<file path="config.mk">
export PLATFORM = sky130hd
export DESIGN_NAME = inst_pc_control
export DESIGN_NICKNAME = d
export VERILOG_FILES = /design/src/rtl/hypercorex_pkg.sv /design/src/rtl/sat_counter.sv /design/src/rtl/inst_pc_control.sv
export SDC_FILE = /design/constraint.sdc
export NUM_CORES = 1
export LEC_CHECK = 0
export CORE_AREA = 2 2 148 78
export DETAILED_ROUTE_END_ITERATION = 10
export DIE_AREA = 0 0 150 80
export GPL_TIMING_DRIVEN = 0
export HOLD_SLACK_MARGIN = 0.1
export PLACE_DENSITY = 0.85
export SLEW_MARGIN = 20
export SYNTH_ARGS = -nofsm -noshare
export SYNTH_HDL_FRONTEND = slang
export SYNTH_SLANG_ARGS = --single-unit
</file>
<file path="constraint.sdc">
create_clock -name clk_i -period 2.5 [get_ports clk_i]
set_clock_uncertainty 0.05 [all_clocks]
set_input_delay 0.25 -clock clk_i [delete_from_list [all_inputs] [get_ports clk_i]]
set_output_delay 0.25 -clock clk_i [all_outputs]
set_load 0.02 [all_outputs]
</file>
<file path="src/rtl/hypercorex_pkg.sv">
// Shared types and default widths for the instruction engine.
package hypercorex_pkg;

  // Run state of the instruction engine.
  typedef enum logic [1:0] {
    IDLE = 2'd0,
    RUN  = 2'd1,
    DONE = 2'd2
  } inst_pc_state_e;

  localparam int unsigned InstMemAddrWidthDef = 32;
  localparam int unsigned CycleCountWidthDef  = 32;

endpackage

</file>
<file path="src/rtl/sat_counter.sv">
// Saturating counter with synchronous clear and count enable.
module sat_counter #(
  parameter int unsigned Width = 32
) (
  input  logic             clk_i,
  input  logic             rst_ni,
  input  logic             clr_i,
  input  logic             en_i,
  output logic [Width-1:0] count_o
);

  localparam logic [Width-1:0] One = Width'(1);

  logic [Width-1:0] count_reg;

  // Clear wins over enable; the count sticks once it reaches all-ones.
  always_ff @(posedge clk_i or negedge rst_ni) begin
    if (!rst_ni) begin
      count_reg <= '0;
    end else if (clr_i) begin
      count_reg <= '0;
    end else if (en_i && (count_reg != '1)) begin
      count_reg <= count_reg + One;
    end
  end

  assign count_o = count_reg;

endmodule

</file>
<file path="src/rtl/inst_pc_control.sv">
// Program-counter sequencer: owns the IDLE/RUN/DONE state of the instruction
// engine, steps the fetch PC and applies jumps/done from the loop controller.
module inst_pc_control
  import hypercorex_pkg::*;
#(
  parameter int unsigned InstMemAddrWidth = InstMemAddrWidthDef,
  parameter int unsigned CycleCountWidth  = CycleCountWidthDef
) (
  input  logic                        clk_i,
  input  logic                        rst_ni,
  input  logic                        clr_i,
  input  logic                        start_i,
  input  logic                        stall_i,
  input  logic                        dbg_en_i,
  input  logic                        dbg_pc_wr_i,
  input  logic [InstMemAddrWidth-1:0] dbg_pc_i,
  input  logic                        inst_loop_en_i,
  input  logic [InstMemAddrWidth-1:0] inst_end_addr_i,
  input  logic                        inst_jump_i,
  input  logic [InstMemAddrWidth-1:0] inst_jump_addr_i,
  input  logic                        inst_loop_done_i,
  output logic [InstMemAddrWidth-1:0] inst_pc_o,
  output logic                        inst_en_o,
  output logic                        inst_busy_o,
  output logic                        inst_done_o,
  output logic [CycleCountWidth-1:0]  inst_cycle_count_o
);

  localparam logic [InstMemAddrWidth-1:0] PcOne = InstMemAddrWidth'(1);

  inst_pc_state_e              state_reg, state_next;
  logic [InstMemAddrWidth-1:0] pc_reg, pc_next;
  logic                        cnt_clr, cnt_en;
  logic                        end_hit;

  // With loop control active the loop controller decides when we are done;
  // otherwise the program ends at the configured last address.
  assign end_hit = inst_loop_en_i ? inst_loop_done_i : (pc_reg == inst_end_addr_i);

  // Next state, next PC and counter controls; clear > debug > stall > normal.
  always_comb begin
    state_next = state_reg;
    pc_next    = pc_reg;
    cnt_clr    = 1'b0;
    cnt_en     = 1'b0;
    if (clr_i) begin
      state_next = IDLE;
      pc_next    = '0;
      cnt_clr    = 1'b1;
    end else begin
      unique case (state_reg)
        IDLE, DONE: begin
          // Start is accepted regardless of stall or debug.
          if (start_i) begin
            state_next = RUN;
            pc_next    = '0;
            cnt_clr    = 1'b1;
          end
        end
        RUN: begin
          if (dbg_en_i) begin
            // Frozen: only a debug PC write may move the PC.
            if (dbg_pc_wr_i) pc_next = dbg_pc_i;
          end else begin
            // Stalled cycles still count as run time.
            cnt_en = 1'b1;
            if (!stall_i) begin
              if (end_hit) begin
                state_next = DONE;
              end else if (inst_loop_en_i && inst_jump_i) begin
                pc_next = inst_jump_addr_i;
              end else begin
                pc_next = pc_reg + PcOne;
              end
            end
          end
        end
        default: begin
          state_next = IDLE;
          pc_next    = '0;
        end
      endcase
    end
  end

  // State register.
  always_ff @(posedge clk_i or negedge rst_ni) begin
    if (!rst_ni) state_reg <= IDLE;
    else         state_reg <= state_next;
  end

  // PC register.
  always_ff @(posedge clk_i or negedge rst_ni) begin
    if (!rst_ni) pc_reg <= '0;
    else         pc_reg <= pc_next;
  end

  sat_counter #(
    .Width (CycleCountWidth)
  ) u_cycle_counter (
    .clk_i   (clk_i),
    .rst_ni  (rst_ni),
    .clr_i   (cnt_clr),
    .en_i    (cnt_en),
    .count_o (inst_cycle_count_o)
  );

  assign inst_pc_o   = pc_reg;
  assign inst_en_o   = (state_reg == RUN);
  assign inst_busy_o = (state_reg == RUN);
  assign inst_done_o = (state_reg == DONE);

endmodule

</file>
==> flow_metrics.env, run 1 <==
export IMPL_outcome="finished, final reports clean"
export IMPL_holdWs_ns=0.329
export IMPL_die_h_um=80
export IMPL_rrSetupSlack_ns=0.04
export IMPL_timing_fmax_ghz=0.406
export IMPL_syn_num_nets=685
export IMPL_num_io_pins=173
export IMPL_grtUsageTotal=0.345
export IMPL_setup_viol=0
export IMPL_core_area_um2=10700
export IMPL_totalWireLength_um=20700
export IMPL_dieArea_um2=12000
export IMPL_grt_first_pass_wirelength_um=30700
export IMPL_place_hpwl_um=15900
export IMPL_ys_types=56
export IMPL_utilization=0.672
export IMPL_cts_root_buf="clkbuf_16"
export IMPL_path_class="flop to flop"
export IMPL_rsz0062_at_grt="no"
export IMPL_ys_async_sr_fraction=1.00
export IMPL_finalMaxSlewViolations=0
export IMPL_synth_top_area_frac=0.346
export IMPL_drc=0
export IMPL_synth_ff_type="dfrtp_1"
export IMPL_cp_arrival_ns=2.63
export IMPL_diodes=0
export IMPL_critPathTopFamily="simple AND/OR/NAND/NOR gates"
export IMPL_avgSynthCellArea_um2=8.27
export IMPL_wl_per_cell_um=22.7
export IMPL_vias_per_cell=6.25
export IMPL_grt_max_degree=42
export IMPL_synth_cells=577
export IMPL_overflow=0
export IMPL_end_kind="flop"
export IMPL_grt_pass1_vias=5447
export IMPL_netlist_area_um2=4770
export IMPL_r2r_start="inst_pc_o[7]"
export IMPL_numCtsBuffers=9
export IMPL_finalHoldViolCount=0
export IMPL_synthTopCellsByCount="dfrtp_1, nor2_1, xnor2_1"
export IMPL_fillerInstances=892
export IMPL_dr_total_vias=5702
export IMPL_drive_above_1_share=0.0913
export IMPL_p_leak_nw=2.76
export IMPL_endpoint="inst_pc_o[0]"
export IMPL_tns_ns=0
export IMPL_critPathBufInv=2
export IMPL_cp_start_kind="flop"
export IMPL_cts_tree="yes"
export IMPL_fin_crit_sh=0.986
export IMPL_synth_seq_cells=66
export IMPL_ys_seq_area_frac=0.346
export IMPL_first_iter_violations=943
export IMPL_hold_class="input pin to async pin"
export IMPL_maxCapViolations=0
export IMPL_num_rows=27
export IMPL_timing_rr_end="inst_pc_o[0]"
export IMPL_cp_depth=8
export IMPL_clk_latency_ns=0.35
export IMPL_startpoint="inst_pc_o[7]"
export IMPL_cts_htree_levels=3
export IMPL_cp_max_fo=10
export IMPL_io_buffers=172
export IMPL_gp_congestion=0.971
export IMPL_dr_pass1_iters=8
export IMPL_syn_to_final_growth_pct=50.3
export IMPL_irDropWorstVdd_mv=0.329
export IMPL_tightest_slew_ns=0.758
export IMPL_cts_buffer_depth=2
export IMPL_yosysTopAreaCell="dfrtp_1"
export IMPL_layout_nets=871
export IMPL_required_ns=2.67
export IMPL_reg2reg_depth=8
export IMPL_powerDensity_nw_per_um2=435
export IMPL_maxSlewHeadroom=0.495
export IMPL_path_cells="xor2_1, nor4_2, and4_1, nand4_1, buf_4, nand2_2, buf_6, o2bb2ai_1"
export IMPL_period_needed_ns=2.46
export IMPL_ys_top_cells_by_area="dfrtp_1, xnor2_1, nor2_1"
export IMPL_antenna_left=0
export IMPL_slowest_stage="dfrtp_1"
export IMPL_synth_edff_count=0
export IMPL_start_util=0.447
export IMPL_antenna_found_initial=1
export IMPL_die_w_um=150
export IMPL_cts_sinks=66
export IMPL_slowest_delay_ns=0.50
export IMPL_path_clk_slew_ns=0.06
export IMPL_yosysWarnings=0
-- how the worst min path moves through the flow --
stage / end / cells past startpoint
6_report: inst_pc_o[11] / 2
5_1_grt: inst_pc_o[11] / 2
4_1_cts: inst_pc_o[11] / 2
3_5_place_dp: inst_pc_o[10] / 1
3_3_place_gp: state_reg[1] / 1
2_1_floorplan: inst_pc_o[0] / 0
-- cell families after synthesis --
| family | Yosys count | share of synthesized area |
|---|---|---|
| simple gates | 267 | 0.299 |
| compound gates | 124 | 0.177 |
| xor+xnor | 69 | 0.127 |
| flops | 66 | 0.346 |
| buf+inv | 47 | 0.0414 |
| mux | 2 | 0.00446 |
| fa+ha+maj | 2 | 0.00524 |
-- placed cells by master (no fill, tap or decap), types with 6 or more instances in the layout --
cell type          n
a211oi_1          12
a21oi_1           31
a31oi_1            8
and2_1             7
and3_1            14
and4_1             6
buf_4             11
clkbuf_1          19
clkbuf_16          9
clkdlybuf4s50_1  171
dfrtp_1           62
inv_1              7
nand2_1           37
nand2b_1           7
nand3_1           29
nand4_1           26
nor2_1            63
nor3_1            31
nor4_1            11
o21ai_0           20
o22a_1             6
o2bb2ai_1         15
o31ai_1            6
or3_1              6
xnor2_1           44
xor2_1            22
-- final cells by class --
cell class | count | area (um^2) | share of cell area
clock buffer | 10 | 239 | 0.0333
tap | 145 | 181 | 0.0253
sequential | 66 | 1660 | 0.231
buffer | 34 | 193 | 0.0269
multi-input combinational | 464 | 3020 | 0.421
inverter | 7 | 26.3 | 0.00366
clock inverter | 5 | 55.1 | 0.00767
timing repair buffer | 181 | 1800 | 0.251
-- worst reg2reg max path: cells and delay by family, from the launching register on --
kind            cells  cell delay [ns]
simple gates        4             1.05
flops               1             0.50
buf+inv             2             0.41
xor+xnor            1             0.23
compound gates      1             0.11
-- metrics by stage --
stage               instances  worst slack (ns)  area, um^2  total power [mW]
detailed placement        895            -0.901        6690              1.80
finish                    912            0.0357        7170              3.12
global route              912           0.00326        7170              3.21
CTS                       913          0.000953        7100              3.08
global placement          894             -1.21        6680              1.79
floorplan                 577             0.164        4770              1.43
-- timing repair --
item | in CTS | in global routing
resized for setup | 16 | 33
endpoints found under the hold margin | 25 | 0
endpoints found under the setup margin | 52 | 54
setup buffers | 5 | 2
hold buffers | 1 | 0
pin swaps | 3 | 6
-- metal layers --
layer / routed length [um] / part of all wire / global-route usage / vias up
met5: 69 / 0.0033 / 0.0500 / -
met4: 428 / 0.021 / 0.0906 / 2
met3: 2850 / 0.14 / 0.118 / 60
met2: 8430 / 0.41 / 0.475 / 418
met1: 8890 / 0.43 / 0.502 / 2719
li1: - / - / - / 2503
-- power breakdown --
part / internal (mW) / total, mW / switching, mW
Sequential: 1.10 / 1.16 / 0.0635
Clock: 0.789 / 1.29 / 0.497
Combinational: 0.327 / 0.672 / 0.344
Total: 2.21 / 3.12 / 0.905
No activity file was read; power rests on OpenSTA's default activity.
==> inputs of run 2 (changes only) <==
--- a/config.mk
+++ b/config.mk
@@ -5,12 +5,12 @@
 export SDC_FILE = /design/constraint.sdc
 export NUM_CORES = 1
 export LEC_CHECK = 0
-export CORE_AREA = 2 2 148 78
+export CORE_AREA = 2 2 143 75
 export DETAILED_ROUTE_END_ITERATION = 10
-export DIE_AREA = 0 0 150 80
+export DIE_AREA = 0 0 145 77
 export GPL_TIMING_DRIVEN = 0
 export HOLD_SLACK_MARGIN = 0.1
-export PLACE_DENSITY = 0.85
+export PLACE_DENSITY = 0.91
 export SLEW_MARGIN = 20
 export SYNTH_ARGS = -nofsm -noshare
 export SYNTH_HDL_FRONTEND = slang
==> constraint.sdc (replaced) <==
create_clock -name clk_i -period 2.85 [get_ports clk_i]
set_clock_uncertainty 0.05 [all_clocks]
set_input_delay 0.285 -clock clk_i [delete_from_list [all_inputs] [get_ports clk_i]]
set_output_delay 0.285 -clock clk_i [all_outputs]
set_load 0.02 [all_outputs]
==> run 2 against run 1 <==
  * Non-clock buffer count up 3
  * Combinational power down 14%
  * Sequential cell count unchanged
  * Worst setup slack worse by 0.035 ns
  * Count of clock-buffer cells in the layout up 2
  * Largest cell class unchanged
  * Worst hold slack better by 0.029 ns
  * Die area down 7.0%
  * Via count up 3.3%
  * Power down 13%
  * Final cell count down 0.11%
==> flow_metrics.env, run 2 (same netlist as run 1, synthesis figures left out) <==
export IMPL_cts_root_buf="clkbuf_16"
export IMPL_die_h_um=77
export IMPL_layout_commonest_cell="clkdlybuf4s50_1"
export IMPL_num_io_pins=173
export IMPL_powerDensity_nw_per_um2=384
export IMPL_diodes=0
export IMPL_postPlaceCellArea_um2=6690
export IMPL_antenna_left=0
export IMPL_layout_common_cells="clkdlybuf4s50_1, nor2_1, dfrtp_1"
export IMPL_gp_congestion=1.02
export IMPL_layout_nets=874
export IMPL_dr_pass1_iters=6
export IMPL_layout_setup_ws_ns=0.00119
export IMPL_cts_tree="yes"
export IMPL_combPwrFrac=0.212
export IMPL_rsz0062_at_grt="no"
export IMPL_multi_input_area_um2=2970
export IMPL_critPathBufInv=2
export IMPL_path_cells="xor2_1, nor4_1, and4_1, and4_1, or2_1, buf_2, buf_2, o21ai_0"
export IMPL_num_rows=26
export IMPL_slowest_stage="dfrtp_1"
export IMPL_wl_per_cell_um=23.5
export IMPL_tightest_slew_ns=0.783
export IMPL_stdcell_count=911
export IMPL_path_class="flop to flop"
export IMPL_totalWireLength_um=21400
export IMPL_grtUsageTotal=0.375
export IMPL_timing_fmax_ghz=0.351
export IMPL_syn_to_final_growth_pct=48.3
export IMPL_fin_crit_sh=1.00
export IMPL_p_clk_frac=0.413
export IMPL_utilization=0.713
export IMPL_grt_first_pass_wirelength_um=32000
export IMPL_place_hpwl_um=16400
export IMPL_maxSlewHeadroom=0.476
export IMPL_dr_total_vias=5892
export IMPL_place_ws_ns=-0.592
export IMPL_p_leak_nw=2.73
export IMPL_setup_viol=0
export IMPL_final_area_um2=7080
export IMPL_vias_per_cell=6.47
export IMPL_cp_max_fo=10
export IMPL_clk_latency_ns=0.34
export IMPL_regArea_um2=1650
export IMPL_first_iter_violations=848
export IMPL_finalHoldViolCount=0
export IMPL_antenna_found_initial=0
export IMPL_outcome="finished, final reports clean"
export IMPL_drc=0
export IMPL_end_kind="flop"
export IMPL_required_ns=3.01
export IMPL_finalMaxSlewViolations=0
export IMPL_cp_arrival_ns=3.01
export IMPL_numCtsBuffers=9
export IMPL_dieArea_um2=11200
export IMPL_drive_above_1_share=0.0661
export IMPL_start_util=0.481
export IMPL_io_buffers=172
export IMPL_period_needed_ns=2.85
export IMPL_path_clk_slew_ns=0.06
export IMPL_fillerInstances=771
export IMPL_irDropWorstVdd_mv=0.336
export IMPL_switching_share=0.294
export IMPL_maxCapViolations=0
export IMPL_slowest_delay_ns=0.52
export IMPL_overflow=0
export IMPL_critPathTopFamily="simple AND/OR/NAND/NOR gates"
export IMPL_power_internal_mw=1.92
export IMPL_cts_htree_levels=3
export IMPL_hold_class="input pin to async pin"
export IMPL_core_area_um2=9920
export IMPL_netSwitchingPower_uw=799
export IMPL_grt_max_degree=42
export IMPL_finalPower_mw=2.72
export IMPL_grt_pass1_vias=5613
export IMPL_cp_start_kind="flop"
export IMPL_placedCellCount=890
export IMPL_seq_power_share=0.375
export IMPL_cts_sinks=66
export IMPL_die_w_um=145
export IMPL_cts_buffer_depth=2
## run 2: cell types whose count changed in the layout (fill, tap and decap cells not counted), sizes merged
cell	previous run	this run
clkbuf	33	38
clkinv	2	3
clkinvlp	2	0
## run 2: final cells by class
| class | count | area share |
|---|---|---|
| buffer | 36 | 0.0223 |
| clock buffer | 12 | 0.0334 |
| clock inverter | 4 | 0.00742 |
| inverter | 7 | 0.00371 |
| multi-input combinational | 464 | 0.419 |
| sequential | 66 | 0.233 |
| tap | 140 | 0.0247 |
| timing repair buffer | 182 | 0.256 |
## run 2: path summary, 6_finish.rpt
kind,from,to,slack [ns],cells after the start
worst max-delay path,inst_pc_o[9],inst_pc_o[26],0.001,8
worst min-delay path,rst_ni,inst_pc_o[4],0.36,2
worst max register to register,inst_pc_o[9],inst_pc_o[26],0.001,8
worst min register to register,state_reg[1],state_reg[1],0.50,1
max in group asynchronous,rst_ni,inst_pc_o[7],1.83,3
min in group clk_i,state_reg[1],state_reg[1],0.50,1
## run 2: timing repair
action                                  in CTS  in global routing
pin swaps                                    1                  2
endpoints found under the setup margin      11                 41
hold endpoints to repair                    25                  0
gates resized for setup                      3                  5
setup buffers                                2                  6
hold buffers                                 1                  0
## run 2: power groups by stage
stage                     sequential [mW]  combinational (mW)  clock, mW
after floorplan                      1.04               0.211          0
after global placement               1.03               0.543          0
after detailed placement             1.03               0.558          0
after CTS                            1.01               0.562       1.12
after global routing                 1.02               0.608       1.16
final                                1.02               0.577       1.12
## run 2: metrics by stage
step	TNS (ns)	hold WS, ns
after floorplan	0	-0.0606
after global placement	-63.02	0.451
after detailed placement	-7.30	0.170
after CTS	0	0.355
after global routing	0	0.399
final	0	0.359
## run 2: per-layer routing
layer / global-route usage / vias up / wire length [um]
met4: 0.118 / 2 / 536
met5: 0 / - / 84
li1: - / 2510 / -
met3: 0.168 / 74 / 3120
met1: 0.524 / 2796 / 8910
met2: 0.514 / 510 / 8740
